===== src/rtl/vga_timing_gen_if.sv =====
// rtl/vga_timing_gen_if.sv - Control and raster-output bundle for vga_timing_gen
//
// Signals:
//   en, resync                              control into the generator
//   pix_ce, hsync, vsync, de, x, y          registered raster outputs
//   line_start, frame_start, vblank_start   one-clk strobes
// Modports:
//   master  the timing generator (drives raster outputs)
//   slave   the controller/renderer (drives en/resync)
interface vga_timing_gen_if #(
    parameter int X_W = 10,
    parameter int Y_W = 10
);
    logic           en;
    logic           resync;
    logic           pix_ce;
    logic           hsync;
    logic           vsync;
    logic           de;
    logic [X_W-1:0] x;
    logic [Y_W-1:0] y;
    logic           line_start;
    logic           frame_start;
    logic           vblank_start;

    modport master (
        input  en, resync,
        output pix_ce, hsync, vsync, de, x, y,
               line_start, frame_start, vblank_start
    );

    modport slave (
        output en, resync,
        input  pix_ce, hsync, vsync, de, x, y,
               line_start, frame_start, vblank_start
    );
endinterface


===== src/rtl/vga_timing_gen.sv =====
// rtl/vga_timing_gen.sv - Parametrised VGA raster timing generator
//
// Ports:
//   clk    system clock
//   rst_n  asynchronous active-low reset
//   vif    vga_timing_gen_if.master: en/resync in; pix_ce, hsync, vsync,
//          de, x, y, line_start, frame_start, vblank_start out (all registered)
module vga_timing_gen #(
    parameter int CLK_DIV  = 2,
    parameter int H_ACTIVE = 640,
    parameter int H_FP     = 16,
    parameter int H_SYNC   = 96,
    parameter int H_BP     = 48,
    parameter int V_ACTIVE = 480,
    parameter int V_FP     = 10,
    parameter int V_SYNC   = 2,
    parameter int V_BP     = 33,
    parameter bit HS_POL   = 1'b0,
    parameter bit VS_POL   = 1'b0,
    parameter int X_W      = 10,
    parameter int Y_W      = 10
) (
    input  logic             clk,
    input  logic             rst_n,
    vga_timing_gen_if.master vif
);
    localparam int H_TOTAL = H_ACTIVE + H_FP + H_SYNC + H_BP;
    localparam int V_TOTAL = V_ACTIVE + V_FP + V_SYNC + V_BP;
    localparam int DIV_W   = (CLK_DIV > 1) ? $clog2(CLK_DIV) : 1;

    localparam logic [DIV_W-1:0] DIV_LAST = DIV_W'(CLK_DIV - 1);
    localparam logic [X_W-1:0]   H_LAST   = X_W'(H_TOTAL - 1);
    localparam logic [Y_W-1:0]   V_LAST   = Y_W'(V_TOTAL - 1);
    localparam logic [X_W-1:0]   HS_BEG   = X_W'(H_ACTIVE + H_FP);
    localparam logic [X_W-1:0]   HS_END   = X_W'(H_ACTIVE + H_FP + H_SYNC);
    localparam logic [Y_W-1:0]   VS_BEG   = Y_W'(V_ACTIVE + V_FP);
    localparam logic [Y_W-1:0]   VS_END   = Y_W'(V_ACTIVE + V_FP + V_SYNC);
    localparam logic [X_W-1:0]   H_ACT    = X_W'(H_ACTIVE);
    localparam logic [Y_W-1:0]   V_ACT    = Y_W'(V_ACTIVE);

    logic [DIV_W-1:0] div_cnt;
    logic [X_W-1:0]   h_cnt;
    logic [Y_W-1:0]   v_cnt;

    logic             pix_ce_q;
    logic             hsync_q;
    logic             vsync_q;
    logic             de_q;
    logic [X_W-1:0]   x_q;
    logic [Y_W-1:0]   y_q;
    logic             line_q;
    logic             frame_q;
    logic             vblank_q;

    // Decode of the pixel currently held in the counters; captured into the
    // output registers on the load, so outputs trail the counters by one pixel.
    logic h_de, v_de, hs_on, vs_on, div_wrap;

    assign h_de     = (h_cnt < H_ACT);
    assign v_de     = (v_cnt < V_ACT);
    assign hs_on    = (h_cnt >= HS_BEG) && (h_cnt < HS_END);
    assign vs_on    = (v_cnt >= VS_BEG) && (v_cnt < VS_END);
    assign div_wrap = (div_cnt == DIV_LAST);

    always_ff @(posedge clk or negedge rst_n) begin
        if (!rst_n) begin
            div_cnt  <= '0;
            h_cnt    <= '0;
            v_cnt    <= '0;
            pix_ce_q <= 1'b0;
            hsync_q  <= ~HS_POL;
            vsync_q  <= ~VS_POL;
            de_q     <= 1'b0;
            x_q      <= '0;
            y_q      <= '0;
            line_q   <= 1'b0;
            frame_q  <= 1'b0;
            vblank_q <= 1'b0;
        end else if (vif.resync) begin
            // Restart exactly as after reset, regardless of en.
            div_cnt  <= '0;
            h_cnt    <= '0;
            v_cnt    <= '0;
            pix_ce_q <= 1'b0;
            hsync_q  <= ~HS_POL;
            vsync_q  <= ~VS_POL;
            de_q     <= 1'b0;
            x_q      <= '0;
            y_q      <= '0;
            line_q   <= 1'b0;
            frame_q  <= 1'b0;
            vblank_q <= 1'b0;
        end else begin
            if (vif.en) begin
                div_cnt <= div_wrap ? '0 : div_cnt + DIV_W'(1);
            end
            pix_ce_q <= vif.en && div_wrap;

            line_q   <= 1'b0;
            frame_q  <= 1'b0;
            vblank_q <= 1'b0;

            // A pending pixel strobe is honoured only while enabled, so a
            // freeze never advances the counters.
            if (pix_ce_q && vif.en) begin
                de_q     <= h_de && v_de;
                hsync_q  <= hs_on ? HS_POL : ~HS_POL;
                vsync_q  <= vs_on ? VS_POL : ~VS_POL;
                x_q      <= h_cnt;
                y_q      <= v_cnt;
                line_q   <= (h_cnt == '0);
                frame_q  <= (h_cnt == '0) && (v_cnt == '0);
                vblank_q <= (h_cnt == '0) && (v_cnt == V_ACT);

                if (h_cnt == H_LAST) begin
                    h_cnt <= '0;
                    v_cnt <= (v_cnt == V_LAST) ? '0 : v_cnt + Y_W'(1);
                end else begin
                    h_cnt <= h_cnt + X_W'(1);
                end
            end
        end
    end

    assign vif.pix_ce       = pix_ce_q;
    assign vif.hsync        = hsync_q;
    assign vif.vsync        = vsync_q;
    assign vif.de           = de_q;
    assign vif.x            = x_q;
    assign vif.y            = y_q;
    assign vif.line_start   = line_q;
    assign vif.frame_start  = frame_q;
    assign vif.vblank_start = vblank_q;
endmodule


===== src/flat_wrapper.sv =====
// flat-port wrapper written by rule: the top's interface ports become plain ports
module vga_timing_gen_flat 
#(
    parameter int CLK_DIV  = 2,
    parameter int H_ACTIVE = 640,
    parameter int H_FP     = 16,
    parameter int H_SYNC   = 96,
    parameter int H_BP     = 48,
    parameter int V_ACTIVE = 480,
    parameter int V_FP     = 10,
    parameter int V_SYNC   = 2,
    parameter int V_BP     = 33,
    parameter bit HS_POL   = 1'b0,
    parameter bit VS_POL   = 1'b0,
    parameter int X_W      = 10,
    parameter int Y_W      = 10
)
  (clk, rst_n, vif_en, vif_resync, vif_pix_ce, vif_hsync, vif_vsync, vif_de, vif_x, vif_y, vif_line_start, vif_frame_start, vif_vblank_start);
  vga_timing_gen_if #(.X_W(X_W), .Y_W(Y_W)) vif_i ();
  input  logic clk;
  input  logic rst_n;
  input wire logic [$bits(vif_i.en)-1:0] vif_en;
  input wire logic [$bits(vif_i.resync)-1:0] vif_resync;
  output wire logic [$bits(vif_i.pix_ce)-1:0] vif_pix_ce;
  output wire logic [$bits(vif_i.hsync)-1:0] vif_hsync;
  output wire logic [$bits(vif_i.vsync)-1:0] vif_vsync;
  output wire logic [$bits(vif_i.de)-1:0] vif_de;
  output wire logic [$bits(vif_i.x)-1:0] vif_x;
  output wire logic [$bits(vif_i.y)-1:0] vif_y;
  output wire logic [$bits(vif_i.line_start)-1:0] vif_line_start;
  output wire logic [$bits(vif_i.frame_start)-1:0] vif_frame_start;
  output wire logic [$bits(vif_i.vblank_start)-1:0] vif_vblank_start;
  assign vif_i.en = vif_en;
  assign vif_i.resync = vif_resync;
  assign vif_pix_ce = vif_i.pix_ce;
  assign vif_hsync = vif_i.hsync;
  assign vif_vsync = vif_i.vsync;
  assign vif_de = vif_i.de;
  assign vif_x = vif_i.x;
  assign vif_y = vif_i.y;
  assign vif_line_start = vif_i.line_start;
  assign vif_frame_start = vif_i.frame_start;
  assign vif_vblank_start = vif_i.vblank_start;
  vga_timing_gen #(.CLK_DIV(CLK_DIV), .H_ACTIVE(H_ACTIVE), .H_FP(H_FP), .H_SYNC(H_SYNC), .H_BP(H_BP), .V_ACTIVE(V_ACTIVE), .V_FP(V_FP), .V_SYNC(V_SYNC), .V_BP(V_BP), .HS_POL(HS_POL), .VS_POL(VS_POL), .X_W(X_W), .Y_W(Y_W)) u_core (.clk(clk), .rst_n(rst_n), .vif(vif_i));
endmodule

===== config.mk =====
export PLATFORM = sky130hd
export DESIGN_NAME = vga_timing_gen_flat
export DESIGN_NICKNAME = d
export VERILOG_FILES = /design/src/rtl/vga_timing_gen_if.sv /design/src/rtl/vga_timing_gen.sv /design/src/flat_wrapper.sv
export SDC_FILE = /design/constraint.sdc
export NUM_CORES = 1
export LEC_CHECK = 0
export ABC_AREA = 1
export CORE_UTILIZATION = 40
export DETAILED_ROUTE_END_ITERATION = 8
export SLEW_MARGIN = 10
export SYNTH_ARGS = -nofsm -noshare
export SYNTH_HDL_FRONTEND = slang
export SYNTH_SLANG_ARGS = --single-unit

===== constraint.sdc =====
create_clock -name clk -period 4 [get_ports clk]
set_input_delay 0.8 -clock clk [delete_from_list [all_inputs] [get_ports clk]]
set_output_delay 0.8 -clock clk [all_outputs]
set_load 0.02 [all_outputs]

==> summary.txt, run 1 <==
Global routing
  • First-pass GRT wire length: 8720 um
  • Largest net degree at the start of global routing: 49
  • Vias in the first global route: 1786
  • Initial antenna violation count: 0
  • Gr ovfl total: 0
  • GR Util All Layers: 18.2%

Floorplanning
  • Core area: 5570 um^2
  • Die height: 78.7 um
  • Row Count: 27
  • Initial Utilization: 42.2%
  • IO Pins: 31
  • Die Wd: 78.7 um
  • Die area: 6190 um^2

CTS
  • Setup Buffers After CTS: 0
  • Later-pin clock latency in the skew report: 0.30 ns
  • Clock Tree Root: clkbuf_8
  • Post-CTS Resized: 0
  • Post-cts hold buffer count: 0
  • TritonCTS clock tree: built
  • H-tree depth: 2
  • CTS Buf Count: 5
  • Clock sink total: 48
  • Clk slew on worst S/H paths: 0.09 ns
  • Clock Path Buffers: 2

Pwr
  • Static Leak: 1.23 nW
  • Pwr/cell area: 331 nW/um^2
  • P_sw: 0.000216 W
  • Clock share of power: 40.0%
  • Sequential share of power: 53.6%
  • VDD IR max: 0.000152 V
  • Sw Ratio: 23.2%
  • Int Pwr: 0.000713 W
  • Combinational share of power: 6.5%

Worst setup path
  • RR Endpoint: u_core.h_cnt[7]
  • Worst R2R Start: u_core.vif.pix_ce
  • Critical Path Sink: u_core.h_cnt[7]
  • Top cell by count, worst path: inv_2
  • CP Buf/Inv Count: 3
  • Crit path DAT: 2.55 ns
  • CP Max Fanout: 26
  • Worst Path Required: 4.19 ns
  • Worst R2R Path Depth: 8
  • Worst reg2reg setup slack: 2.23 ns
  • Setup CP Type: primary input to flop
  • CP endpoint kind: flop
  • Crit-path max cell delay: 0.46 ns
  • CP top delay family: simple AND/OR/NAND/NOR gates
  • CP startpoint: vif_en
  • Worst-path cell chain: clkdlybuf4s50_1 > nand2_2 > inv_2 > nor2_4 > inv_2 > nand3_1 > o21ai_0 > nand2_1 > nor2_1
  • CP startpoint kind: primary input
  • Slowest cell on crit path: clkdlybuf4s50_1
  • WP depth: 9

Final layout
  • Final layout net count: 319
  • Diode count: 0
  • Layout overhead on the synthesized area: 19.4%
  • Share of layout cells above drive strength 1: 10.6%
  • Cell area after layout: 2810 um^2

Yosys
  • Synth Instances: 282
  • Ys flop type: dfrtp_1
  • Sequential element share of the synthesized area: 51.2%
  • Post-Syn Nets: 290
  • Yosys warns: 0
  • Synthesized cell area: 2350 um^2
  • Syn_area_per_cell: 8.34 um^2
  • Ys async rst share: 100%
  • EDFF count, synth: 0
  • Post-synthesis cell type count: 29
  • Number of synthesized register bits: 48

Detailed routing
  • Vias per cell: 5.07
  • Routed WL: 5040 um
  • Drt pass-1 iters: 4
  • DR iter-0 viols: 114
  • DR vias: 1947
  • Final antenna-violating net count: 0
  • Post-route DRC: 0
  • WL/cell: 13.1 um

STA
  • RSZ-0062 raised after global routing: no
  • Setup_tns: 0 ns
  • Slew @ Worst Pin: 1.04 ns
  • Final Setup Violations: 0
  • Fin. Hold Viols: 0
  • Final number of max-transition violations: 0
  • Fmax: 425 MHz
  • Tcrit/Tclk final: 58.9%
  • Crit path time final: 2.35 ns
  • Clock skew: 0.00994 ns
  • Relative slew slack: 30.7%

Run status
  • Status: complete, no violations

Run
  • Max-cap violations: 0

Place
  • Post-DP HPWL: 3650 um
  • Routability cong.: 0.870
  • IO Port Bufs: 30
  • Area after DPL: 2690 um^2

Min path
  • Hold Crit Class: flop to flop
[Yosys cell counts, types with 3 or more instances]
cell     number  area, um^2
nand2_1      72         270
dfrtp_1      46        1150
o21ai_0      31         155
inv_1        29         109
nor2_1       21        78.8
nand3_1      17        85.1
nand4_1      10        62.6
o21ai_2       9        78.8
nor3_1        7        35.0
buf_2         5        25.0
inv_2         5        18.8
a21oi_1       4        20.0
ha_1          4        50.1
nand2_2       3        18.8
[worst register-to-register path, cell delays in order (launching register included)]
cell and delay, ns:
dfrtp_1 0.41, nand2_2 0.17, inv_2 0.08, nor2_4 0.44, inv_2 0.21, nand3_1 0.15
o21ai_0 0.10, nand2_1 0.07, nor2_1 0.04
[cell usage in the layout, fill, tap and decap left out]
cell type / instances
clkinv_4: 1
a21oi_1: 4
o21ai_4: 1
nand3_1: 17
nand2_2: 3
nand3_2: 1
inv_1: 29
inv_2: 5
o21ai_2: 9
nor3_1: 7
bufinv_16: 1
nor2_2: 1
nand4_1: 10
clkdlybuf4s50_1: 29
dfstp_2: 2
nor3_2: 1
ha_1: 4
nor2_4: 1
nor2_1: 21
o31ai_1: 2
o21ai_1: 1
a31oi_1: 1
nand2_1: 72
dfrtp_1: 46
xor2_1: 1
nand3b_1: 1
o21ai_0: 31
nor4_1: 2
clkbuf_8: 6
o22ai_1: 1
buf_2: 1
[cell type report]
| cell class | instances | area, um^2 |
|---|---|---|
| clock buffers | 6 | 82.6 |
| clock inverters | 2 | 38.8 |
| fillers | 543 | 2770 |
| inverters | 34 | 128 |
| multi-input cells | 192 | 970 |
| flip-flops and latches | 48 | 1200 |
| well taps | 72 | 90.1 |
| repair buffers | 30 | 295 |
[metrics by stage]
step / total power, W / worst slack (ns) / util (%) / hold WS, ns / std cells
after CTS: 0.000940 / 1.65 / 50.4 / 0.473 / 384
after detailed placement: 0.000569 / 1.34 / 48.2 / 0.457 / 376
after global placement: 0.000568 / 1.38 / 48.2 / 0.461 / 376
after floorplan: 0.000545 / 2.40 / - / 0.437 / 282
after global routing: 0.000968 / 1.50 / 50.4 / 0.508 / 384
final: 0.000929 / 1.65 / 50.4 / 0.476 / 384
[metal layers]
| layer | GRT usage [%] | part of all wire [%] |
|---|---|---|
| met5 | 0 | 0 |
| met4 | 5.56 | 1.2 |
| met3 | 2.09 | 4.8 |
| met2 | 26.0 | 41 |
| met1 | 28.4 | 53 |
[worst min path at each step]
stage | start | endpoint | slack (ns) | cells after the start
2_1_floorplan | u_core.div_cnt | u_core.div_cnt | 0.44 | 1
4_1_cts | u_core.div_cnt | u_core.div_cnt | 0.47 | 1
5_1_grt | u_core.vif.x[8] | u_core.vif.x[8] | 0.51 | 2
6_report | u_core.div_cnt | u_core.div_cnt | 0.48 | 1
3_5_place_dp | u_core.div_cnt | u_core.div_cnt | 0.46 | 1
3_3_place_gp | u_core.div_cnt | u_core.div_cnt | 0.46 | 1
[power groups by stage]
stage          clock network, W  logic [W]  registers [W]
6_report               0.000371  0.0000601       0.000498
4_1_cts                0.000381  0.0000618       0.000498
3_5_place_dp                  0  0.0000616       0.000507
3_3_place_gp                  0  0.0000610       0.000507
2_1_floorplan                 0  0.0000362       0.000508
5_1_grt                0.000400  0.0000693       0.000499
[sequential cells by signal, indices dropped and copies added (netlist names)]
signal / cells
u_core.div_cnt: 1
u_core.h_cnt: 10
u_core.v_cnt: 10
u_core.vif.de: 1
u_core.vif.frame_start: 1
u_core.vif.hsync: 1
u_core.vif.line_start: 1
u_core.vif.pix_ce: 1
u_core.vif.vblank_start: 1
u_core.vif.vsync: 1
u_core.vif.x: 10
u_core.vif.y: 10
[kinds of logic (layout without fill, tap and decap cells)]
family | after synthesis | count (layout) | share of synthesized area, %
and+or+nand+nor | 137 | 137 | 25.9
buffers and inverters | 42 | 72 | 7.61
AOI/OAI and AO/OA | 50 | 50 | 12.9
adders and majority gates | 4 | 4 | 2.13
DFF | 48 | 48 | 51.2
xor gates and xnor gates | 1 | 1 | 0.372
Power figures use the tool's default switching activity.
==> inputs of run 2 (changes only) <==
==> constraint.sdc (replaced) <==
create_clock -name clk -period 2 [get_ports clk]
set_input_delay 0.4 -clock clk [delete_from_list [all_inputs] [get_ports clk]]
set_output_delay 0.4 -clock clk [all_outputs]
set_load 0.02 [all_outputs]
==> summary.txt, run 2 (synthesis results as in run 1) <==
Run status
  • Status: complete, no violations

Pwr
  • P_sw: 0.000429 W
  • Pwr/cell area: 677 nW/um^2
  • Clock share of power: 42.2%
  • VDD IR max: 0.000372 V
  • Pwr Total: 0.00196 W
  • Combinational share of power: 7.0%
  • Static Leak: 1.28 nW
  • Int Pwr: 0.00153 W
  • Sequential share of power: 50.9%
  • Sw Ratio: 21.9%

Place
  • Routability cong.: 0.880
  • Post-DP HPWL: 3890 um
  • IO Port Bufs: 30

STA
  • Crit path time final: 1.84 ns
  • Final number of max-transition violations: 0
  • Fmax: 545 MHz
  • Tcrit/Tclk final: 91.8%
  • Hold Slack: 0.0573 ns
  • Fin. Hold Viols: 0
  • RSZ-0062 raised after global routing: no
  • Relative slew slack: 65.7%
  • Slew @ Worst Pin: 0.515 ns
  • Clock skew: 0.00743 ns
  • Setup_tns: 0 ns
  • Final Setup Violations: 0

Worst setup path
  • Worst reg2reg setup slack: 0.42 ns
  • Worst R2R Path Depth: 8
  • CP endpoint kind: primary output
  • CP top delay family: buffers and inverters
  • CP Buf/Inv Count: 1
  • Slowest cell on crit path: clkdlybuf4s50_1
  • Crit path DAT: 1.44 ns
  • Worst R2R Start: u_core.h_cnt[0]
  • CP startpoint kind: flop
  • Worst-path cell chain: clkdlybuf4s50_1
  • CP Max Fanout: 2
  • Crit-path max cell delay: 0.60 ns
  • Setup CP Type: flop to primary output
  • RR Endpoint: u_core.v_cnt[4]
  • Worst Path Required: 1.60 ns

Final layout
  • Diode count: 0
  • Multi-input logic area: 970 um^2
  • Commonest non-fill, non-tap cells in the layout: nand2_1, dfrtp_1, o21ai_0
  • Layout overhead on the synthesized area: 22.9%
  • Final layout net count: 327
  • # fillers: 555
  • Share of layout cells above drive strength 1: 12.5%
  • Most common cell after layout, fill and taps aside: nand2_1
  • FF+latch area: 1200 um^2

CTS
  • Clock Tree Root: clkbuf_8
  • Clk slew on worst S/H paths: 0.09 ns
  • Clock Path Buffers: 2
  • Post-CTS Resized: 0
  • H-tree depth: 2
  • Later-pin clock latency in the skew report: 0.30 ns
  • CTS Buf Count: 5
  • Post-cts hold buffer count: 0
  • Setup Buffers After CTS: 0
  • TritonCTS clock tree: built
  • Clock sink total: 48

Floorplanning
  • Core area: 5570 um^2
  • Initial Utilization: 42.2%
  • Die Wd: 78.7 um
  • Row Count: 27
  • IO Pins: 31
  • Die area: 6190 um^2
  • Die height: 78.7 um

Detailed routing
  • DR iter-0 viols: 157
  • WL/cell: 13.4 um
  • Top Layer Used: met4
  • Met3 Wirelength: 264 um
  • DR vias: 1984
  • Vias per cell: 5.06
  • Drt pass-1 iters: 4
  • Final antenna-violating net count: 0
  • Post-route DRC: 0
  • WL met2: 2130 um
  • Metal1 wirelength: 2790 um
  • Routed WL: 5250 um

Global routing
  • GR Util All Layers: 19.3%
  • Gr ovfl total: 0
  • Vias in the first global route: 1830
  • Initial antenna violation count: 0
  • First-pass GRT wire length: 9080 um
  • Largest net degree at the start of global routing: 30

Min path
  • Hold Crit Class: primary input to asynchronous set/reset pin

Run
  • Max-cap violations: 0
==> run 2: layout make-up <==
type                            count  share of cell area (%)
Timing Repair Buffer               38                    12.7
Sequential cell                    48                    41.6
Multi-Input combinational cell    192                    33.5
Inverter                           34                    4.41
Clock buffer                        6                    2.51
Tap cell                           72                    3.12
Clock inverter                      2                    2.08
==> run 2: worst max path at each step <==
stage                 endpoint             start  slack (ns)  cells after the start
6_report             vif_vsync  u_core.vif.vsync        0.16                      1
4_1_cts              vif_vsync  u_core.vif.vsync        0.15                      1
3_5_place_dp   u_core.h_cnt[7]            vif_en        0.09                      9
2_1_floorplan  u_core.v_cnt[2]   u_core.h_cnt[0]        0.59                      9
3_3_place_gp   u_core.h_cnt[7]            vif_en        0.14                      9
5_1_grt              vif_vsync  u_core.vif.vsync        0.11                      1
==> run 2: metal layers <==
layer	track usage [%]	vias to the layer above
li1	-	999
met1	30.4	930
met2	26.4	51
met3	3.14	4
met4	6.11	0
met5	0	-
==> run 2: per-stage QoR <==
step / util, % / instances / setup slack [ns] / instance area, um^2
floorplan: - / 282 / 0.590 / 2350
global placement: 49.5 / 384 / 0.138 / 2760
detailed placement: 49.5 / 384 / 0.0947 / 2760
CTS: 51.9 / 392 / 0.148 / 2890
global route: 51.9 / 392 / 0.112 / 2890
finish: 51.9 / 392 / 0.164 / 2890
==> run 2: worst reg2reg max path, stage by stage, from the launching register on <==
cell	delay, ns
dfrtp_1	0.39
ha_1	0.22
nand3_2	0.14
nor2_2	0.12
nand2_2	0.08
o21ai_4	0.13
inv_2	0.19
nand2_1	0.13
o21ai_2	0.05
==> run 2: power by group through the flow <==
stage	sequential, W	clock [W]	combinational (W)
floorplan	0.00102	0	0.0000725
global placement	0.00101	0	0.000137
detailed placement	0.00101	0	0.000138
CTS	0.000995	0.000850	0.000139
global route	0.000997	0.000902	0.000154
finish	0.000995	0.000825	0.000136
